`src/rtl/stream_packetizer.sv`:
```
// stream_packetizer: groups a valid/ready beat stream into PKT_LEN-beat packets behind one registered output stage.
// Define STREAM_PKT_CHECKSUM_EN to append a modular-sum trailer beat (last=1) after each packet's payload.
module stream_packetizer #(
    parameter int DATA_WIDTH = 32,
    parameter int PKT_LEN    = 4
) (
    input  logic                  clk,
    input  logic                  resetn,
    input  logic [DATA_WIDTH-1:0] dataIn,
    input  logic                  dataInValid,
    output logic                  dataInReady,
    output logic [DATA_WIDTH-1:0] dataOut,
    output logic                  dataOutValid,
    output logic                  dataOutLast,
    input  logic                  dataOutReady,
    output logic [15:0]           pktCount
);
    localparam int CW = $clog2(PKT_LEN + 1);

    logic [CW-1:0] r_beat_cnt;
    logic          w_load_ok;
    logic          w_accept;
    logic          w_pkt_end;
    logic          w_in_ready;

    assign w_load_ok   = ~dataOutValid | dataOutReady;
    assign w_pkt_end   = r_beat_cnt == CW'(PKT_LEN - 1);
    assign w_accept    = dataInValid & w_in_ready;
    assign dataInReady = w_in_ready;

`ifdef STREAM_PKT_CHECKSUM_EN
    typedef enum logic {PAYLOAD, TRAILER} state_t;

    state_t                r_state;
    state_t                w_next_state;
    logic [DATA_WIDTH-1:0] r_sum;

    always_ff @(posedge clk) begin
        r_state <= resetn ? PAYLOAD : w_next_state;
    end

    always_comb begin
        w_next_state = r_state;
        if (r_state == PAYLOAD && w_accept && w_pkt_end)
            w_next_state = TRAILER;
        else if (r_state == TRAILER && w_load_ok)
            w_next_state = PAYLOAD;
    end

    always_comb begin
        w_in_ready = ~resetn & (r_state == PAYLOAD) & w_load_ok;
    end

    always_ff @(posedge clk) begin
        if (resetn) begin
            dataOut      <= '0;
            dataOutValid <= 1'b0;
            dataOutLast  <= 1'b0;
            r_beat_cnt   <= '0;
            r_sum        <= '0;
        end else if (w_accept) begin
            dataOut      <= dataIn;
            dataOutValid <= 1'b1;
            dataOutLast  <= 1'b0;
            r_sum        <= r_sum + dataIn;
            r_beat_cnt   <= w_pkt_end ? '0 : r_beat_cnt + 1'b1;
        end else if (r_state == TRAILER && w_load_ok) begin
            dataOut      <= r_sum;
            dataOutValid <= 1'b1;
            dataOutLast  <= 1'b1;
            r_sum        <= '0;
        end else if (w_load_ok) begin
            dataOutValid <= 1'b0;
            dataOutLast  <= 1'b0;
        end
    end
`else
    always_comb begin
        w_in_ready = ~resetn & w_load_ok;
    end

    always_ff @(posedge clk) begin
        if (resetn) begin
            dataOut      <= '0;
            dataOutValid <= 1'b0;
            dataOutLast  <= 1'b0;
            r_beat_cnt   <= '0;
        end else if (w_accept) begin
            dataOut      <= dataIn;
            dataOutValid <= 1'b1;
            dataOutLast  <= w_pkt_end;
            r_beat_cnt   <= w_pkt_end ? '0 : r_beat_cnt + 1'b1;
        end else if (w_load_ok) begin
            dataOutValid <= 1'b0;
            dataOutLast  <= 1'b0;
        end
    end
`endif

    // A packet counts as delivered when its last beat leaves the output register.
    always_ff @(posedge clk) begin
        if (resetn)
            pktCount <= '0;
        else if (dataOutValid & dataOutReady & dataOutLast)
            pktCount <= pktCount + 16'd1;
    end
endmodule

```
`config.mk`:
```
export PLATFORM = sky130hd
export DESIGN_NAME = stream_packetizer
export DESIGN_NICKNAME = d
export VERILOG_FILES = /design/src/rtl/stream_packetizer.sv
export SDC_FILE = /design/constraint.sdc
export NUM_CORES = 1
export LEC_CHECK = 0
export CORE_ASPECT_RATIO = 0.7
export CORE_UTILIZATION = 30
export DETAILED_ROUTE_END_ITERATION = 12
export GPL_ROUTABILITY_DRIVEN = 0
export GPL_TIMING_DRIVEN = 0
export HOLD_SLACK_MARGIN = 0.05
export PLACE_DENSITY = 0.65
export SLEW_MARGIN = 5
export SYNTH_ARGS = -nofsm -noshare
export SYNTH_HDL_FRONTEND = slang
export SYNTH_SLANG_ARGS = --single-unit
```
`constraint.sdc`:
```
create_clock -name clk -period 1.7 [get_ports clk]
set_input_delay 0.34 -clock clk [delete_from_list [all_inputs] [get_ports clk]]
set_output_delay 0.34 -clock clk [all_outputs]
set_load 0.01 [all_outputs]
```
# After elaboration in Yosys (flattened, before gate mapping)
# Cells that the tools add are included.
# word_totals
reg_bits	53
input_bits	36
# classes
n_addsub	2
n_mux	4
n_eq_ne	1
n_bitwise	7
reduce_logical	1
# ops
cell	n
adder 16 x 1 -> 16 bit, second input constant	1
AND 1 bit	4
adder 3 x 1 -> 3 bit, second input constant	1
equality test 3 x 2 -> 1 bit, second input constant	1
2-to-1 mux 1 bit	3
2-to-1 mux 3 bit	1
NOT 1 bit	2
nonzero test 2 bit	1
bitwise OR 1 bit	1

# Longest topological paths before layout
# depth
word_depth	5
ltp_mapped	6

# Worst setup path after synthesis
# No wires, ideal clock.
# synth_path
path_kind	input -> output
from	in resetn
to	out dataInReady
slack_ns	0.176
t_arrival_ns	1.184
path_buffers	3
path_stages	4
cell_sequence	clkbuf_1 -> clkbuf_1 -> clkbuf_1 -> nor2_1
# synth_via
elab_chain_len	2
# synth_rtl
item	line_no	rtl
start, declared	8	input logic resetn,
NOT 1 bit	79	w_in_ready = ~resetn & w_load_ok;
AND 1 bit	79	
end, declared	11	output logic dataInReady,
# No other way between the ends.

# Worst setup path in the final report
# layout_path
from	reg pktCount[5]
to	out pktCount[5]
# layout_rtl
item	line_no	rtl
start, declared	16	output logic [15:0] pktCount
start signal, assigned	105	pktCount <= pktCount + 16'd1;
# No word-level cell between the ends.

==> report_table.html <==
<table>
<tr><th>Metric</th><th>Value</th></tr>
<tr><th colspan="2">Timing</th></tr>
<tr><td>Setup TNS</td><td>0 ps</td></tr>
<tr><td>Post-route minimum period</td><td>roughly 1600 ps</td></tr>
<tr><td>Transition time of the tightest slew-check pin</td><td>between 500 and 600 ps</td></tr>
<tr><td>Number of slew-limit violations in the final report</td><td>0</td></tr>
<tr><td>Max-Slew Margin vs Limit</td><td>65.4%</td></tr>
<tr><td>Final worst clock skew</td><td>9.61 ps</td></tr>
<tr><td>Ratio of final minimum period to clock period</td><td>between 90% and 100%</td></tr>
<tr><td>Total of endpoints with negative setup slack in the final report</td><td>0</td></tr>
<tr><td>Worst Slack Setup Final</td><td>73.2 ps</td></tr>
<tr><td>Max Clock Freq</td><td>slightly above 0.6 GHz</td></tr>
<tr><td>Hold Fails Final Rpt</td><td>0</td></tr>
<tr><th colspan="2">CTS</th></tr>
<tr><td>Cts bufs inserted</td><td>5</td></tr>
<tr><td>Count of hold buffers inserted by post-cts repair</td><td>0</td></tr>
<tr><td>Clock transition time at the flip-flop clock pins of the worst setup and hold paths</td><td>100 ps</td></tr>
<tr><td>Root buffer selected by CTS</td><td>sky130_fd_sc_hd__clkbuf_8</td></tr>
<tr><td>CTS tree</td><td>yes</td></tr>
<tr><td>Max Root-Sink Buffers</td><td>2</td></tr>
<tr><td>Clk sinks</td><td>53</td></tr>
<tr><td>Maximum level of the CTS H-tree</td><td>2</td></tr>
<tr><td>Insertion delay to the later sink of the worst-skew pair</td><td>300 ps</td></tr>
<tr><th colspan="2">Placement</th></tr>
<tr><td>Buffers added on ports</td><td>85</td></tr>
<tr><td>Detailed placer's ending HPWL</td><td>3910 um</td></tr>
<tr><td>Setup WS pre-CTS</td><td>-645 ps</td></tr>
<tr><td>Area after DPL</td><td>roughly 3100 um2</td></tr>
<tr><th colspan="2">Yosys</th></tr>
<tr><td>Prevailing post-synth register cell</td><td>sky130_fd_sc_hd__dfxtp_1</td></tr>
<tr><td>Top cell type by total area after synthesis</td><td>sky130_fd_sc_hd__dfxtp_1</td></tr>
<tr><td>Post-Syn Instances</td><td>approximately 250</td></tr>
<tr><td>Post-synth EDFFs</td><td>0</td></tr>
<tr><td>Synthesis-stage register bit count</td><td>53</td></tr>
<tr><td>Most repeated cell in the gate-level netlist after synthesis</td><td>sky130_fd_sc_hd__dfxtp_1</td></tr>
<tr><td>XOR/XNOR Fraction of Synth Area</td><td>3.29%</td></tr>
<tr><td>Post-synthesis adder-cell area fraction</td><td>under 10%</td></tr>
<tr><td>Commonest cells post-synth</td><td>sky130_fd_sc_hd__dfxtp_1, sky130_fd_sc_hd__nand2_1, sky130_fd_sc_hd__o21ai_0, sky130_fd_sc_hd__nand2b_1, sky130_fd_sc_hd__nor2_1</td></tr>
<tr><td>Mux contribution to synthesized area</td><td>0.470%</td></tr>
<tr><td>Share of the synthesized area in compound gates (AO/OA/AOI/OAI)</td><td>12.1%</td></tr>
<tr><td>Simple-gate share of the synthesized area</td><td>30.3%</td></tr>
<tr><td>Count of cell types in the netlist</td><td>31</td></tr>
<tr><td>Yosys synthesis warning count</td><td>0</td></tr>
<tr><td>Post-synthesis average cell area</td><td>8.55 um2</td></tr>
<tr><td>Syn Std Cell Area</td><td>2130 um2</td></tr>
<tr><td>Main area contributors after synthesis</td><td>sky130_fd_sc_hd__dfxtp_1, sky130_fd_sc_hd__nand2b_1, sky130_fd_sc_hd__o21ai_0, sky130_fd_sc_hd__nand2_1, sky130_fd_sc_hd__a21oi_1</td></tr>
<tr><td>Syn nets</td><td>~290</td></tr>
<tr><td>Sequential-to-total area share from yosys stat</td><td>49.9%</td></tr>
<tr><td>Proportion of netlist area held by the largest area contributor</td><td>between 40% and 50%</td></tr>
<tr><td>Post-synth ARST share</td><td>0%</td></tr>
<tr><td>Combinational family with the most area after synthesis</td><td>simple AND/OR/NAND/NOR gates</td></tr>
<tr><th colspan="2">Layout</th></tr>
<tr><td>Net count, final</td><td>380</td></tr>
<tr><td>Ant. Diodes</td><td>0</td></tr>
<tr><td>Area growth from synthesis to layout</td><td>51.4%</td></tr>
<tr><td>Post-layout instance area</td><td>between 3000 and 4000 um2</td></tr>
<tr><td>Fraction of final layout cells sized beyond drive strength 1</td><td>9.62%</td></tr>
<tr><td>Filler cell count</td><td>690</td></tr>
<tr><th colspan="2">Setup path</th></tr>
<tr><td>Critical setup path kind</td><td>flop to output pin</td></tr>
<tr><td>Critical path, cell by cell</td><td>clkdlybuf4s50_1</td></tr>
<tr><td>Arrival time reported for the critical path endpoint</td><td>1290 ps</td></tr>
<tr><td>Worst stage delay on the critical path</td><td>570 ps</td></tr>
<tr><td>Category of the worst setup path capture point</td><td>output pin</td></tr>
<tr><td>Slowest-stage cell, CP</td><td>sky130_fd_sc_hd__clkdlybuf4s50_1</td></tr>
<tr><td>Crit path max-delay family</td><td>buffers and inverters</td></tr>
<tr><td>Count of buffering cells on the critical path with inverters included</td><td>1</td></tr>
<tr><td>Worst-path fanout max</td><td>4</td></tr>
<tr><td>Required time of the critical path</td><td>1360 ps</td></tr>
<tr><td>Element type at the critical path start</td><td>flop</td></tr>
<tr><th colspan="2">Power</th></tr>
<tr><td>Overall power of the completed layout</td><td>~2.4 mW</td></tr>
<tr><td>Maximum ir drop on the vdd rail</td><td>350 uV</td></tr>
<tr><td>P per Cell Area</td><td>747 nW/um2</td></tr>
<tr><td>Static leakage power</td><td>1.13 nW</td></tr>
<tr><th colspan="2">Drt</th></tr>
<tr><td>Vias per Instance</td><td>4.49</td></tr>
<tr><td>Iter 0 DRT Violations</td><td>49</td></tr>
<tr><td>Number of vias in the routed layout</td><td>approximately 2,000</td></tr>
<tr><td>First-pass detailed-route iteration total</td><td>4</td></tr>
<tr><td>Average wire per standard cell</td><td>12.3 um</td></tr>
<tr><td>Residual DRC count</td><td>0</td></tr>
<tr><td>Total detailed-routing wirelength</td><td>5360 um</td></tr>
<tr><td>Antenna viol nets, final</td><td>0</td></tr>
<tr><th colspan="2">Floorplan</th></tr>
<tr><td>Area of the core</td><td>approximately 6800 um2</td></tr>
<tr><td>Core Rows</td><td>25</td></tr>
<tr><td>Horizontal extent of the die</td><td>approximately 100 um</td></tr>
<tr><td>Initial core utilization</td><td>a little under a third</td></tr>
<tr><td>Die span in y</td><td>72.5 um</td></tr>
<tr><td>Number of primary I/O pins</td><td>87</td></tr>
<tr><td>Total Die Area</td><td>roughly 7400 um2</td></tr>
<tr><th colspan="2">Hold path</th></tr>
<tr><td>Kind of path behind the tightest hold check</td><td>primary input to flop</td></tr>
<tr><th colspan="2">Global routing</th></tr>
<tr><td>Global route total overflow</td><td>0</td></tr>
<tr><td>First-pass GRT wire length</td><td>about 8400 um</td></tr>
<tr><td>Global-route usage over all layers</td><td>14.4%</td></tr>
<tr><td>Maximum number of pins on one net before global-route repair</td><td>18</td></tr>
<tr><td>Number of antenna violations at the first check in global routing</td><td>0</td></tr>
<tr><td>Via count of the first global-routing pass</td><td>approximately 1,800</td></tr>
<tr><th colspan="2">Flow run</th></tr>
<tr><td>Count of maximum capacitance violations</td><td>0</td></tr>
<tr><th colspan="2">Status</th></tr>
<tr><td>Result of the run</td><td>complete, no violations</td></tr>
</table>
-- placed cells by master (no fill, tap or decap), drive strengths merged, types with 7 or more instances in the layout --
cell	instances
a21oi	10
clkbuf	15
clkdlybuf4s50	83
dfxtp	53
nand2	41
nand2b	34
nand4	7
nor2	13
o21ai	38
-- layout make-up --
class | count | area, um2 | share of cell area, %
buffer | 14 | 68.8 | 2.14
clock inverter | 3 | 21.3 | 0.660
multi-input combinational | 181 | 1020 | 31.5
clock buffer | 5 | 68.8 | 2.14
tap | 94 | 118 | 3.65
inverter | 1 | 3.75 | 0.116
timing repair buffer | 86 | 856 | 26.6
sequential | 53 | 1070 | 33.2
-- where the power goes --
| group | switching [mW] | total [mW] | internal, mW |
|---|---|---|---|
| registers | 0.0341 | 1.34 | 1.30 |
| clock network | 0.427 | 0.720 | 0.293 |
| logic | 0.140 | 0.352 | 0.212 |
-- state kept, by name, indices dropped and copies added (netlist names) --
name	flops
dataOut	32
dataOutLast	1
pktCount	16
dataOutValid	1
r_beat_cnt	3
-- repair_timing --
action,in CTS,in global routing
endpoints found under the setup margin,18,12
resized for setup,11,9
cloned,0,0
pin swaps,0,1
buffers inserted,0,1
-- per-stage QoR --
stage	utilization [%]	hold WS [ps]	instances
after CTS	47.0	434	436
after global placement	45.4	438	428
after global routing	47.3	460	437
after floorplan	-	427	249
after detailed placement	45.4	441	428
final	47.3	443	437
-- cell families after synthesis --
logic type	after synthesis
mux	1
xor+xnor	8
simple gates	120
fa+ha+maj	2
compound gates	50
buf+inv	15
flops	53
-- path summary, 6_finish.rpt --
check / from / endpoint / slack, ps / cells after the start
setup reg to reg: dataOutValid / pktCount[15] / 120 / 5
hold reg to reg: r_beat_cnt[2] / r_beat_cnt[2] / 460 / 2
setup / recovery: pktCount[5] / pktCount[5] / 70 / 1
hold / removal: resetn / dataOut[9] / 440 / 3
-- per-layer routing --
metal | track usage, % | up-vias | share of wire, %
met2 | 22.7 | 41 | 44
met3 | 3.66 | 2 | 5.0
li1 | - | 1019 | -
met1 | 19.6 | 901 | 50
met5 | 0 | - | 0
met4 | 3.81 | 0 | 0.63
(Power assumes the default switching activity.)
